===== src/rtl/rx_frame_parser_module_pkg.sv =====
// Shared constants for the received-frame parser: header bytes, FSM state
// encodings and error codes reported on Err_Code.
package rx_frame_parser_module_pkg;

   localparam logic [7:0] HDR0_BYTE = 8'hAA;
   localparam logic [7:0] HDR1_BYTE = 8'h55;

   localparam logic [2:0] S_IDLE = 3'd0;
   localparam logic [2:0] S_HDR1 = 3'd1;
   localparam logic [2:0] S_CMD  = 3'd2;
   localparam logic [2:0] S_LEN  = 3'd3;
   localparam logic [2:0] S_PAY  = 3'd4;
   localparam logic [2:0] S_CHK  = 3'd5;

   localparam logic [1:0] ERR_NONE = 2'd0;
   localparam logic [1:0] ERR_LEN  = 2'd1;
   localparam logic [1:0] ERR_CHK  = 2'd2;
   localparam logic [1:0] ERR_TO   = 2'd3;

endpackage


===== src/rtl/rx_frame_parser_module_timeout.sv =====
// Inter-byte idle counter: clears on request, counts while enabled and
// raises a one-cycle expire pulse on the cycle it reaches TIMEOUT_CYC.
module rx_timeout_module #(
   parameter int unsigned TIMEOUT_CYC = 50000,
   parameter int unsigned TO_W        = 16
) (
   input  logic CLK,
   input  logic RSTn,
   input  logic clr_i,
   input  logic en_i,
   output logic expire_o
);

   localparam logic [TO_W-1:0] LAST_CNT = TO_W'(TIMEOUT_CYC - 1);

   logic [TO_W-1:0] cnt_q, cnt_d;

   // A clear in the same cycle suppresses expiry, so an arriving byte always wins.
   assign expire_o = en_i && !clr_i && (cnt_q == LAST_CNT);

   always_comb begin
      cnt_d = cnt_q;
      if (clr_i || expire_o) begin
         cnt_d = '0;
      end else if (en_i) begin
         cnt_d = cnt_q + 1'b1;
      end
   end

   always_ff @(posedge CLK or negedge RSTn) begin
      if (!RSTn) begin
         cnt_q <= '0;
      end else begin
         cnt_q <= cnt_d;
      end
   end

endmodule


===== src/rtl/rx_frame_parser_module.sv =====
// Parses HDR0 HDR1 CMD LEN payload CHK frames from the UART receive stage,
// streaming payload bytes and flagging good or aborted frames.
module rx_frame_parser_module
   import rx_frame_parser_module_pkg::*;
#(
   parameter logic [7:0]  HDR0        = HDR0_BYTE,
   parameter logic [7:0]  HDR1        = HDR1_BYTE,
   parameter int unsigned MAX_LEN     = 64,
   parameter int unsigned TIMEOUT_CYC = 50000,
   parameter int unsigned TO_W        = 16
) (
   input  logic       CLK,
   input  logic       RSTn,
   input  logic       RX_Done_Sig,
   input  logic [7:0] RX_Data,
   output logic [7:0] Cmd,
   output logic [7:0] Len,
   output logic [7:0] Payload_Data,
   output logic       Payload_Valid,
   output logic [7:0] Payload_Idx,
   output logic       Frame_Done_Sig,
   output logic       Frame_Err_Sig,
   output logic [1:0] Err_Code,
   output logic       Busy
);

   localparam logic [7:0] MAX_LEN_B = MAX_LEN[7:0];

   logic [2:0] state_q, state_d;
   logic [7:0] sum_q, sum_d;
   logic [7:0] cnt_q, cnt_d;
   logic [7:0] idx_q, idx_d;
   logic [7:0] cmd_q, cmd_d;
   logic [7:0] len_q, len_d;
   logic [7:0] pdata_q, pdata_d;
   logic [7:0] pidx_q, pidx_d;
   logic       pvld_q, pvld_d;
   logic       done_q, done_d;
   logic       ferr_q, ferr_d;
   logic [1:0] errc_q, errc_d;
   logic       expire;

   rx_timeout_module #(
      .TIMEOUT_CYC (TIMEOUT_CYC),
      .TO_W        (TO_W)
   ) u_timeout (
      .CLK      (CLK),
      .RSTn     (RSTn),
      .clr_i    (RX_Done_Sig || (state_q == S_IDLE)),
      .en_i     (state_q != S_IDLE),
      .expire_o (expire)
   );

   always_comb begin
      state_d = state_q;
      sum_d   = sum_q;
      cnt_d   = cnt_q;
      idx_d   = idx_q;
      cmd_d   = cmd_q;
      len_d   = len_q;
      pdata_d = pdata_q;
      pidx_d  = pidx_q;
      pvld_d  = 1'b0;
      done_d  = 1'b0;
      ferr_d  = 1'b0;
      errc_d  = errc_q;
      if (expire) begin
         ferr_d  = 1'b1;
         errc_d  = ERR_TO;
         state_d = S_IDLE;
      end else if (RX_Done_Sig) begin
         case (state_q)
            S_IDLE: if (RX_Data == HDR0) state_d = S_HDR1;
            // A repeated HDR0 is treated as the start of a fresh frame.
            S_HDR1: begin
               if (RX_Data == HDR1)      state_d = S_CMD;
               else if (RX_Data != HDR0) state_d = S_IDLE;
            end
            S_CMD: begin
               cmd_d   = RX_Data;
               sum_d   = RX_Data;
               state_d = S_LEN;
            end
            S_LEN: begin
               len_d = RX_Data;
               sum_d = sum_q + RX_Data;
               if (RX_Data == 8'd0) begin
                  state_d = S_CHK;
               end else if (RX_Data > MAX_LEN_B) begin
                  ferr_d  = 1'b1;
                  errc_d  = ERR_LEN;
                  state_d = S_IDLE;
               end else begin
                  cnt_d   = RX_Data;
                  idx_d   = 8'd0;
                  state_d = S_PAY;
               end
            end
            S_PAY: begin
               pdata_d = RX_Data;
               pidx_d  = idx_q;
               pvld_d  = 1'b1;
               sum_d   = sum_q + RX_Data;
               idx_d   = idx_q + 8'd1;
               cnt_d   = cnt_q - 8'd1;
               if (cnt_q == 8'd1) state_d = S_CHK;
            end
            S_CHK: begin
               if (RX_Data == sum_q) begin
                  done_d = 1'b1;
               end else begin
                  ferr_d = 1'b1;
                  errc_d = ERR_CHK;
               end
               state_d = S_IDLE;
            end
            default: state_d = S_IDLE;
         endcase
      end
   end

   always_ff @(posedge CLK or negedge RSTn) begin
      if (!RSTn) begin
         state_q <= S_IDLE;
         sum_q   <= '0;
         cnt_q   <= '0;
         idx_q   <= '0;
         cmd_q   <= '0;
         len_q   <= '0;
         pdata_q <= '0;
         pidx_q  <= '0;
         pvld_q  <= 1'b0;
         done_q  <= 1'b0;
         ferr_q  <= 1'b0;
         errc_q  <= ERR_NONE;
      end else begin
         state_q <= state_d;
         sum_q   <= sum_d;
         cnt_q   <= cnt_d;
         idx_q   <= idx_d;
         cmd_q   <= cmd_d;
         len_q   <= len_d;
         pdata_q <= pdata_d;
         pidx_q  <= pidx_d;
         pvld_q  <= pvld_d;
         done_q  <= done_d;
         ferr_q  <= ferr_d;
         errc_q  <= errc_d;
      end
   end

   assign Cmd            = cmd_q;
   assign Len            = len_q;
   assign Payload_Data   = pdata_q;
   assign Payload_Idx    = pidx_q;
   assign Payload_Valid  = pvld_q;
   assign Frame_Done_Sig = done_q;
   assign Frame_Err_Sig  = ferr_q;
   assign Err_Code       = errc_q;
   assign Busy           = (state_q != S_IDLE);

endmodule

===== config.mk =====
export PLATFORM = sky130hd
export DESIGN_NAME = rx_frame_parser_module
export DESIGN_NICKNAME = d
export VERILOG_FILES = /design/src/rtl/rx_frame_parser_module_pkg.sv /design/src/rtl/rx_frame_parser_module_timeout.sv /design/src/rtl/rx_frame_parser_module.sv
export SDC_FILE = /design/constraint.sdc
export NUM_CORES = 1
export LEC_CHECK = 0
export ABC_AREA = 1
export BUFFER_PORTS_ARGS = -buffer_cell sky130_fd_sc_hd__buf_4
export CAP_MARGIN = 20
export CELL_PAD_IN_SITES_DETAIL_PLACEMENT = 1
export CELL_PAD_IN_SITES_GLOBAL_PLACEMENT = 1
export CORE_MARGIN = 2
export CORE_UTILIZATION = 25
export CTS_CLUSTER_SIZE = 30
export DETAILED_ROUTE_END_ITERATION = 12
export PLACE_DENSITY = 0.6
export SYNTH_ARGS = -nofsm -noshare
export SYNTH_HDL_FRONTEND = slang
export SYNTH_SLANG_ARGS = --single-unit
export TNS_END_PERCENT = 1

===== constraint.sdc =====
create_clock -name CLK -period 2.2 [get_ports CLK]
set_input_delay 0.33 -clock CLK [delete_from_list [all_inputs] [get_ports CLK]]
set_output_delay 0.33 -clock CLK [all_outputs]
set_load 0.005 [all_outputs]

==> results.txt <==
WL per Instance: 14.5 um
library cells used by synthesis: 29
status: finished, final reports clean
TritonCTS clock tree: done
Syn Area/Cell: 7.55 sq um
Hold Path Class: input pin to register
worst slack at placement: 0.272 ns
final wirelength: 12.3 mm
CP max FO: 17
syn_nets: 588
Slew headroom: 0.583
Critical Path End: sum_q[3]
crit end category: register
Critical Path RT: 2.43 ns
fraction of layout instances using a drive strength above 1: 0.129
Lkg Pwr: 2.57 nW
Clock Skew: 0.00895 ns
Worst setup SP type: register
overall power: 0.00416 W
Synth warnings: 0
Syn-to-layout area delta: 21.8%
grt ovf: 0
Bufs on Longest Clock Path: 2
Slew @ Worst Pin: 0.624 ns
initial core utilization: 0.256
FP Rows: 47
Post-Syn Area: 4270 sq um
CTS Sinks: 80
Hold Path Cell Cnt: 3
Synth Register Bits: 80
HPWL after DPL: 9.27 mm
Num CTS Buffers: 9
H-Tree Depth: 3
worst setup slack after layout: 0.406 ns
# diodes: 0
Skew-Pair Late Insertion Delay: 0.35 ns
die area: 18100 sq um
Buffers on Ports: 48
Critical Path Source: state_q[2]
clk slew on worst S/H paths: 0.07 ns
Reg-to-Reg Start: state_q[2]
Iteration-0 DRC Markers: 206
final setup vio count: 0
GRT Total Usage: 0.145
reg-to-reg critical path endpoint: sum_q[3]
Reg2Reg Depth: 6
drt drc: 0
Root Buffer: clkbuf_16
initial antenna violation count: 0
critical path type: register to register
largest net degree at the start of global routing: 44
Max Freq: 557 MHz
final antenna-violating net count: 0
Layout Nets: 646
fin area: 5200 sq um
unrepaired setup endpoints after global routing: no
Seq/Total Area, Yosys: 0.469
final core utilization: 0.312
fin crit period: 1.79 ns
peak supply drop: 0.000361 V
setup tns final: 0 ns
vias in the first global route: 4191
fin crit share: 0.815
gpl congestion: 0.837
Cells after Synth: 565
arrival time worst endpoint: 2.02 ns
die height: 135 um
post-DR vias/cell: 4.59
placed cell area: 4920 sq um
final hold vios: 0
R2R Setup Slk: 0.41 ns
die width: 135 um
DR vias: 3893
Power Density: 800 nW/um^2
total of max-cap violations: 0
drt first pass iters: 7
first-pass GRT wire length: 20.7 mm
Ports: 49
core footprint: 16600 sq um
Max Slew Vio Count: 0
[metal layers]
| layer | vias up | wire, um | track usage |
|---|---|---|---|
| met5 | - | 0 | 0 |
| met1 | 1901 | 6120 | 0.194 |
| li1 | 1921 | - | - |
| met4 | 0 | 243 | 0.0550 |
| met2 | 55 | 5600 | 0.234 |
| met3 | 16 | 336 | 0.0244 |
[area by class of cell]
class | count | area, sq um
clock buffers | 11 | 233
clock inverters | 5 | 33.8
fillers | 2007 | 11400
inverters | 58 | 218
multi-input cells | 416 | 1990
flip-flops and latches | 80 | 2000
well taps | 220 | 275
repair buffers | 58 | 450
[state kept, by name, summed over array words and instances, names as in the netlist]
register	flops
Frame_Err_Sig	1
idx_q	8
Err_Code	2
Len	8
Payload_Idx	8
Payload_Data	8
u_timeout.cnt_q	16
Frame_Done_Sig	1
Cmd	8
sum_q	8
Payload_Valid	1
cnt_q	8
state_q	3
[how the worst min path moves through the flow]
stage,startpoint,endpoint
2_1_floorplan,RSTn,Cmd[0]
3_3_place_gp,RSTn,Payload_Idx[0]
3_5_place_dp,RSTn,Payload_Idx[3]
4_1_cts,RX_Data[3],sum_q[3]
5_1_grt,RX_Data[3],sum_q[3]
6_report,RX_Data[3],sum_q[3]
[cell families after synthesis]
group,after synthesis,synth area share
flip-flops,80,0.469
AO/OA/AOI/OAI,81,0.0979
adder cells (fa/ha/maj),12,0.0369
XOR/XNOR,17,0.0349
AND/OR/NAND/NOR,306,0.296
buffers and inverters,69,0.0654
[through the flow]
step | cells | hold WS (ns)
detailed placement | 831 | 0.356
global route | 848 | 0.320
CTS | 848 | 0.298
floorplan | 565 | 0.0344
global placement | 831 | 0.346
finish | 848 | 0.301
[timing repair]
item,CTS,global route
gates resized for setup,0,0
endpoints found under the hold margin,37,0
setup buffers,0,0
hold buffers,1,0
[power by group]
group	internal, W	leakage [nW]	switching, W
Clock	0.000764	0.126	0.000633
Sequential	0.00167	1.06	0.000154
Combinational	0.000366	1.38	0.000571
[critical path, stage by stage, from the launching register on]
cell and delay (ns):
dfrtp_1 0.47, nor2_1 0.27, nand2_1 0.11, nand2_1 0.48, nand3_1 0.15, o211ai_1 0.11
nand2_1 0.08
[synthesized netlist by cell type]
cell type	number	area, sq um
nor2_2	2	12.5
clkbuf_1	7	26.3
nor2_4	1	11.3
dfrtp_1	80	2000
nand2_1	171	642
o21ai_2	1	8.76
nor2_1	67	251
inv_1	56	210
buf_4	1	7.51
o211ai_1	1	7.51
o21ai_0	63	315
a21oi_1	11	55.1
nor3_1	10	50.1
o21a_1	1	7.51
buf_6	2	22.5
nor3b_1	2	15.0
a21o_1	1	7.51
nand2_2	4	25.0
ha_1	11	138
xor2_1	15	131
o21ai_1	2	10.0
buf_2	1	5.00
a31oi_1	1	6.26
nand3b_1	1	7.51
nand4_1	5	31.3
xnor2_1	2	17.5
inv_2	2	7.51
nand3_1	43	215
fa_1	1	20.0
[layout by cell type, fill, tap and decap left out, types with 2 or more instances in the layout]
| cell type | synthesis | final |
|---|---|---|
| a21oi_1 | 11 | 11 |
| clkinv_2 | 0 | 2 |
| inv_1 | 56 | 56 |
| nor2_1 | 67 | 67 |
| clkbuf_1 | 7 | 2 |
| nor3_1 | 10 | 10 |
| clkinvlp_4 | 0 | 2 |
| nand2_2 | 4 | 4 |
| nor3b_1 | 2 | 2 |
| nand4_1 | 5 | 5 |
| dfrtp_1 | 80 | 80 |
| buf_4 | 1 | 56 |
| nor2_2 | 2 | 2 |
| o21ai_1 | 2 | 2 |
| inv_2 | 2 | 2 |
| xnor2_1 | 2 | 2 |
| clkbuf_16 | 0 | 9 |
| nand3_1 | 43 | 43 |
| ha_1 | 11 | 11 |
| nand2_1 | 171 | 171 |
| xor2_1 | 15 | 15 |
| o21ai_0 | 63 | 63 |
No activity file was read; power rests on OpenSTA's default activity.
